`src/rtl/loader_pkg.sv`:
```
// Shared types and constants for the instruction-memory program loader.
package loader_pkg;

    localparam int unsigned ADDR_W_DEF  = 7;
    localparam logic [3:0]  HALT_OPCODE = 4'h5;

    typedef enum logic [2:0] {
        StIdle,
        StCount,
        StHi,
        StLo,
        StWrite,
        StCheck,
        StRun,
        StErr
    } state_t;

    // Word count must be 1..2**addr_w so every word lands at a distinct address.
    function automatic logic count_legal(input logic [7:0] n, input int unsigned addr_w);
        return (n != 8'd0) && (32'(n) <= (32'd1 << addr_w));
    endfunction

endpackage

```
`src/rtl/loader_checksum.sv`:
```
// 8-bit XOR accumulator over the loader byte stream.
module loader_checksum (
    input  logic       i_clk,
    input  logic       i_reset,
    input  logic       i_clear,
    input  logic       i_en,
    input  logic [7:0] i_byte,
    output logic [7:0] o_sum
);

    logic [7:0] r_sum;

    always_ff @(posedge i_clk) begin
        if (i_reset || i_clear) begin
            r_sum <= 8'd0;
        end else if (i_en) begin
            r_sum <= r_sum ^ i_byte;
        end
    end

    assign o_sum = r_sum;

endmodule

```
`src/rtl/program_loader.sv`:
```
// Streams a counted, checksummed program into instruction memory and releases
// the processor from reset only after a good load.
module program_loader
    import loader_pkg::*;
#(
    parameter int unsigned ADDR_W = ADDR_W_DEF,
    parameter int unsigned DATA_W = 16
) (
    input  logic              i_clk,
    input  logic              i_reset,
    input  logic              i_start,
    input  logic [7:0]        i_data_in,
    input  logic              i_data_valid,
    output logic              o_data_ready,
    output logic [ADDR_W-1:0] o_im_addr,
    output logic [DATA_W-1:0] o_im_data,
    output logic              o_im_wr,
    output logic              o_proc_reset,
    output logic              o_done,
    output logic              o_error,
    output logic              o_halt_seen
);

    localparam int unsigned CW = (ADDR_W + 1 > 8) ? ADDR_W + 1 : 8;

    state_t              r_state;
    logic [ADDR_W-1:0]   r_addr;
    logic [DATA_W-1:0]   r_data;
    logic [7:0]          r_count;
    logic                r_wr;
    logic                r_done;
    logic                r_error;
    logic                r_halt;

    logic                w_ready;
    logic                w_accept;
    logic                w_idle_like;
    logic                w_ck_clear;
    logic                w_ck_en;
    logic [7:0]          w_sum;
    logic [CW-1:0]       w_words;
    logic                w_last;

    assign w_ready     = (r_state == StCount) || (r_state == StHi) ||
                         (r_state == StLo)    || (r_state == StCheck);
    assign w_accept    = w_ready && i_data_valid;
    assign w_idle_like = (r_state == StIdle) || (r_state == StRun) || (r_state == StErr);
    assign w_ck_clear  = w_idle_like && i_start;
    assign w_ck_en     = w_accept && (r_state != StCheck);

    // Words written so far, counting the one being written this cycle.
    assign w_words = CW'(r_addr) + CW'(1);
    assign w_last  = (w_words == CW'(r_count));

    loader_checksum u_checksum (
        .i_clk   (i_clk),
        .i_reset (i_reset),
        .i_clear (w_ck_clear),
        .i_en    (w_ck_en),
        .i_byte  (i_data_in),
        .o_sum   (w_sum)
    );

    always_ff @(posedge i_clk) begin
        if (i_reset) begin
            r_state <= StIdle;
            r_addr  <= '0;
            r_data  <= '0;
            r_count <= 8'd0;
            r_wr    <= 1'b0;
            r_done  <= 1'b0;
            r_error <= 1'b0;
            r_halt  <= 1'b0;
        end else begin
            r_wr <= 1'b0;
            case (r_state)
                StIdle, StRun, StErr: begin
                    if (i_start) begin
                        r_state <= StCount;
                        r_addr  <= '0;
                        r_done  <= 1'b0;
                        r_error <= 1'b0;
                        r_halt  <= 1'b0;
                    end
                end
                StCount: begin
                    if (w_accept) begin
                        r_count <= i_data_in;
                        if (count_legal(i_data_in, ADDR_W)) begin
                            r_state <= StHi;
                        end else begin
                            r_state <= StErr;
                            r_error <= 1'b1;
                        end
                    end
                end
                StHi: begin
                    if (w_accept) begin
                        r_data[15:8] <= i_data_in;
                        r_state      <= StLo;
                    end
                end
                StLo: begin
                    if (w_accept) begin
                        r_data[7:0] <= i_data_in;
                        r_wr        <= 1'b1;
                        r_state     <= StWrite;
                    end
                end
                StWrite: begin
                    if (r_data[15:12] == HALT_OPCODE) begin
                        r_halt <= 1'b1;
                    end
                    if (w_last) begin
                        r_state <= StCheck;
                    end else begin
                        r_addr  <= r_addr + 1'b1;
                        r_state <= StHi;
                    end
                end
                StCheck: begin
                    if (w_accept) begin
                        if (i_data_in == w_sum) begin
                            r_state <= StRun;
                            r_done  <= 1'b1;
                        end else begin
                            r_state <= StErr;
                            r_error <= 1'b1;
                        end
                    end
                end
                default: r_state <= StIdle;
            endcase
        end
    end

    assign o_data_ready = w_ready;
    assign o_proc_reset = (r_state != StRun);
    assign o_im_addr    = r_addr;
    assign o_im_data    = r_data;
    assign o_im_wr      = r_wr;
    assign o_done       = r_done;
    assign o_error      = r_error;
    assign o_halt_seen  = r_halt;

endmodule

```
`config.mk`:
```
export PLATFORM = sky130hd
export DESIGN_NAME = program_loader
export DESIGN_NICKNAME = d
export VERILOG_FILES = /design/src/rtl/loader_pkg.sv /design/src/rtl/loader_checksum.sv /design/src/rtl/program_loader.sv
export SDC_FILE = /design/constraint.sdc
export NUM_CORES = 1
export LEC_CHECK = 0
export ABC_AREA = 0
export CORE_MARGIN = 2
export CORE_UTILIZATION = 30
export DETAILED_ROUTE_END_ITERATION = 10
export PLACE_DENSITY = 0.5
export SLEW_MARGIN = 15
export SYNTH_ARGS = -nofsm -noshare
export SYNTH_HDL_FRONTEND = slang
export SYNTH_SLANG_ARGS = --single-unit
```
`constraint.sdc`:
```
create_clock -name i_clk -period 6.93 [get_ports i_clk]
set_clock_uncertainty 0.1 [all_clocks]
set_input_delay 0.693 -clock i_clk [delete_from_list [all_inputs] [get_ports i_clk]]
set_output_delay 0.693 -clock i_clk [all_outputs]
set_load 0.005 [all_outputs]
```
# After elaboration in Yosys (flattened, before gate mapping)
# Index checks and enable logic that the tools add are counted.
[word_totals] reg_bits=46 output_inout_bits=29 inputBits=12
[op_classes] bitwise_logic=2 n_reduce_logical=25 add_sub_neg=2 eq_ne=22 muxes=24 n_lt_le_gt_ge=1
[ops] op="two-way mux 3 bit" count=7
[ops] op="!= test 2 bit, second input constant" count=9
[ops] op="case mux 3 bit (6 select lines)" count=1
[ops] op="== test 8 bit" count=2
[ops] op="two-way mux 7 bit" count=2
[ops] op="case mux 7 bit (2 select lines)" count=1
[ops] op="== test 3 bit, second input constant" count=4
[ops] op="two-way mux 1 bit" count=10
[ops] op="adder 7 x 1 -> 8 bit, second input constant" count=1
[ops] op="less-or-equal comparator 8 bit, second input constant" count=1
[ops] op="nonzero test 8 bit" count=1
[ops] op="XOR 8 bit" count=1
[ops] op="adder 7 x 1 -> 7 bit, second input constant" count=1
[ops] op="== test 3 x 2 -> 1 bit, second input constant" count=2
[ops] op="logical OR 1 bit" count=6
[ops] op="!= test 3 bit, second input constant" count=2
[ops] op="AND reduction 2 bit" count=3
[ops] op="AND reduction 3 bit" count=2
[ops] op="AND reduction 6 bit" count=1
[ops] op="AND reduction 5 bit" count=1
[ops] op="== test 4 x 3 -> 1 bit, second input constant" count=1
[ops] op="logical AND 1 bit" count=4
[ops] op="case mux 1 bit (2 select lines)" count=2
[ops] op="AND reduction 4 bit" count=1
[ops] op="9 further kinds" count=10

# Logic depth before layout (Yosys ltp)
[depth] word_depth=7 depth_mapped=8 mapped_depth_nobuf=7

# By module
# From an unflattened synthesis, not the netlist that was laid out.
[unflattened] hier_cells=282 area_unflattened_um2=2359.8
[by_module_without_submodules] mod="program_loader" area_per_inst_um2=1974.4 n_inst=1 cells_per_inst=246 seq_area_each_um2=760.7
[by_module_without_submodules] mod="loader_checksum" area_per_inst_um2=385.4 n_inst=1 cells_per_inst=36 seq_area_each_um2=160.2

# Worst setup path before layout
# OpenSTA, ideal clock, no wires.
[synth_timing] path_kind="input to register" from="input port i_data_in[6]" to="register r_state[0]" n_path_buf=0 required_ns=6.744 path_slack_ns=4.553 cell_stages=6 setup_time_ns=0.086 arrival_ns=2.191 cell_sequence="or4_1 -> nor4_1 -> xor2_1 -> a211oi_1 -> a31o_2 -> a221oi_2"
[synth_between] elab_chain_len=5 elab_cells_between_ends=9
[synth_lines] item="from (decl)" line_no="program_loader.sv:12" text="input logic [7:0] i_data_in,"
[synth_lines] item="less-or-equal comparator 8 bit or nonzero test 8 bit (tied branches)" line_no="loader_pkg.sv:20" text="return (n != 8'd0) && (32'(n) <= (32'd1 << addr_w));"
[synth_lines] item="logical AND 1 bit" line_no="loader_pkg.sv:20"
[synth_lines] item="two-way mux 3 bit" line_no="program_loader.sv:89" text="if (count_legal(i_data_in, ADDR_W)) begin"
[synth_lines] item="two-way mux 3 bit" line_no="program_loader.sv:87" text="if (w_accept) begin"
[synth_lines] item="case mux 3 bit (6 select lines) *" line_no="program_loader.sv:76" text="case (r_state)"
[synth_lines] item="to (signal assigned)" line_no="program_loader.sv:79" text="r_state <= StCount;"
[synth_lines] item="to (signal assigned)" line_no="program_loader.sv:90" text="r_state <= StHi;"
[synth_lines] item="to (signal assigned)" line_no="program_loader.sv:92" text="r_state <= StErr;"
[synth_lines] item="to (decl)" line_no="program_loader.sv:26" text="state_t r_state;"
# Mark *: on every way between the ends. The rest lies on a longest branch, timed or not. The select of a mux whose other input is x is not followed.
# A chain may end at the register's enable or synchronous reset.

# Worst setup path in the final report
[layout_timing] from="register r_addr[0], in the netlist o_im_addr[0]" to="register r_addr[1], in the netlist o_im_addr[1]"
[layout_between] elab_chain_len=4 elab_cells_between_ends=7
[layout_lines] item="from (decl)" line_no="program_loader.sv:27" text="logic [ADDR_W-1:0] r_addr;"
[layout_lines] item="from (signal assigned)" line_no="program_loader.sv:117" text="r_addr <= r_addr + 1'b1;"
[layout_lines] item="adder 7 x 1 -> 8 bit" line_no="program_loader.sv:52" text="assign w_words = CW'(r_addr) + CW'(1);"
[layout_lines] item="== test 8 bit" line_no="program_loader.sv:53" text="assign w_last = (w_words == CW'(r_count));"
[layout_lines] item="!= test 2 bit (no line)"
[layout_lines] item="AND reduction 3 bit (no line)"
# Several ways; a longest one is shown, not always the timed one. The select of a mux whose other input is x is not followed.

==> impl_metrics.tcl <==
set metrics [dict create \
    core_um2 7330 \
    die-area_um2 8360 \
    yosysSeqAreaShare_pct 40.1 \
    finalCritPeriodShare_pct 40.3 \
    final_area_um2 2860 \
    die_x_um 91.5 \
    grt_usage_pct 14.4 \
    grt_pass1_wl_um 9850 \
    fin_cells 408 \
    hold_buffers 0 \
    grt_pass1_vias 1940 \
    synth_area_per_cell_um2 8.28 \
    fillerInstances 756 \
    synthFlopType "dfxtp_1" \
    grt_max_degree 38 \
    place_area_um2 2750 \
    firstDrtPassIters 4 \
    hold_path_class "register to register" \
    overflow 0 \
    drc 0 \
    ys_seq_elements 46 \
    die_y_um 91.5 \
    clk_pin_slew_ps 90 \
    critPathMaxFanout 14 \
    setup_slack_ps 4140 \
    final_util_pct 39.0 \
    pin_count 41 \
    post_cts_resized 0 \
    ir_drop_mv 0.0926 \
    postRouteAntennaNets 0 \
    num_vias 1969 \
    final_layout_size_suffix_gt1_share_pct 6.47 \
    pre_cts_slack_ps 3840 \
    cp.required_ps 7010 \
    synth_edf_count 0 \
    avgRoutedWirePerCell_um 14.0 \
    powerDensity_nw_per_um2 211 \
    syn_area_um2 2290 \
    cts_tree "built" \
    numClockSinks 46 \
    arrival_ps 2870 \
    yosys_warnings 0 \
    met2_usage_pct 24.4 \
    portBuffers 40 \
    met1_usage_pct 18.4 \
    total_power_uw 603 \
    nNetsFinal 321 \
    cts_made_buffers 5 \
    synth_nets 290 \
    synthArstFlopShare_pct 0 \
    grtUsageMet3_pct 3.32 \
    max_freq_mhz 358 \
    tightest_slew_ps 1020 \
    synth_cell_types 47 \
    clock-root-buffer "clkbuf_8" \
    setup_viol 0 \
    report.final.slew_viol_count 0 \
    hold_viol_final 0 \
    slew_headroom_pct 32.2 \
    path_class "register to register" \
    reg2reg_slack_ps 4140 \
    initial_core_util_pct 31.3 \
    critical_path.endpoint_type "register" \
    period_minus_slack_ps 2790 \
    place_congestion 0.817 \
    whs_ps 357 \
    rsz0062_at_grt "false" \
    antenna_found_initial 0 \
    insertedDiodeCount 0 \
    worstSkewPairLatency_ps 300 \
    startpoint_type "register" \
    fin_tns_setup_ps 0 \
    wl_um 5720 \
    post_cts_buffers 0 \
    status "complete, no violations" \
    top_usage_layer "met2" \
    syn_to_final_growth_pct 24.5 \
    syn_inst 277 \
    drt_iter0_markers 153 \
    p_leak_nw 0.935 \
    max-cap-violations 0 \
    fp-row-count 31 \
    viasPerCell 4.83 \
    placed_cells 400 \
    htreeDepth 2 \
    dpl.hpwl_um 4090 \
    cts_buffer_depth 2 \
]
## where the power goes
part           internal, mW  switching (mW)
clock                 0.108          0.0937
sequential            0.278          0.0149
combinational        0.0496          0.0600
total                 0.435           0.169
## cells by family after synthesis
family	after synthesis	synth area share, %
DFF	46	40.1
xor gates and xnor gates	28	11.0
buffers and inverters	25	4.96
muxes	9	3.98
and+or+nand+nor	116	23.5
adders and majority gates	1	0.545
AOI/OAI and AO/OA	52	15.9
## worst max-delay path, cell delays in order, from the launching register on
cell and delay, ps:
dfxtp_1 450, ha_1 240, nand3_1 160, xnor2_1 170
or4_4 490, a2111oi_4 690, nand2b_1 270, o32ai_1 90
## state kept, by name, indices dropped and copies added (netlist names)
signal,cells
o_im_data,16
r_count,8
o_done,1
o_error,1
o_im_addr,7
u_checksum.o_sum,8
o_im_wr,1
o_halt_seen,1
r_state,3
## per-layer routing
metal  wire length, um  share of wire, %  vias to the layer above
met1              2790                49                      924
met4                26              0.45                        0
li1                  -                 -                     1006
met5                 0                 0                        -
met2              2710                47                       34
met3               190               3.3                        5
## Yosys cell counts, types with 2 or more instances
library cell,count,area [um2]
a211oi_1,4,30.0
a21o_1,2,15.0
nand3_1,4,20.0
a21oi_1,22,110
buf_6,2,22.5
nor3_1,4,20.0
nor3b_1,2,15.0
o21ai_0,2,10.0
xor2_1,12,105
nand2_1,55,206
xnor2_1,15,131
nor4_1,2,12.5
dfxtp_1,46,921
mux2i_1,8,80.1
o22ai_1,2,12.5
and2_1,2,12.5
nand4_1,3,18.8
o211ai_1,6,45.0
nand2b_1,3,18.8
or4_1,6,45.0
inv_1,7,26.3
nor2_1,27,101
a31oi_1,5,31.3
clkbuf_1,13,48.8
## cell type report
| cell class | instances | area (um2) | share of cell area [%] |
|---|---|---|---|
| multi-input cells | 206 | 1260 | 44.1 |
| flip-flops and latches | 46 | 921 | 32.2 |
| repair buffers | 42 | 415 | 14.5 |
| well taps | 99 | 124 | 4.34 |
| clock buffers | 6 | 72.6 | 2.54 |
| clock inverters | 2 | 37.5 | 1.31 |
| inverters | 7 | 26.3 | 0.920 |
## final timing paths
| check | startpoint | depth (start not counted) | endpoint |
|---|---|---|---|
| hold / removal | o_im_data[6]$_SDFFE_PP0P_ | 2 | o_im_data[6]$_SDFFE_PP0P_ |
| setup reg to reg | o_im_addr[0]$_SDFFE_PP0P_ | 7 | o_im_addr[1]$_SDFFE_PP0P_ |
| setup / recovery | o_im_addr[0]$_SDFFE_PP0P_ | 7 | o_im_addr[1]$_SDFFE_PP0P_ |
| hold reg to reg | o_im_data[6]$_SDFFE_PP0P_ | 2 | o_im_data[6]$_SDFFE_PP0P_ |
## cell usage in the layout, fill, tap and decap left out, types with 3 or more instances in the layout
cell	netlist	routed
or4_1	6	6
a211oi_1	4	4
nor3_1	4	4
xnor2_1	15	15
mux2i_1	8	8
xor2_1	12	12
nand2_1	55	55
nand3_1	4	4
nand2b_1	3	3
a21oi_1	22	22
dfxtp_1	46	46
clkdlybuf4s50_1	0	40
o211ai_1	6	6
inv_1	7	7
a31oi_1	5	5
clkbuf_8	0	5
nor2_1	27	27
nand4_1	3	3
Note: power is estimated with default switching activity, not from simulation.
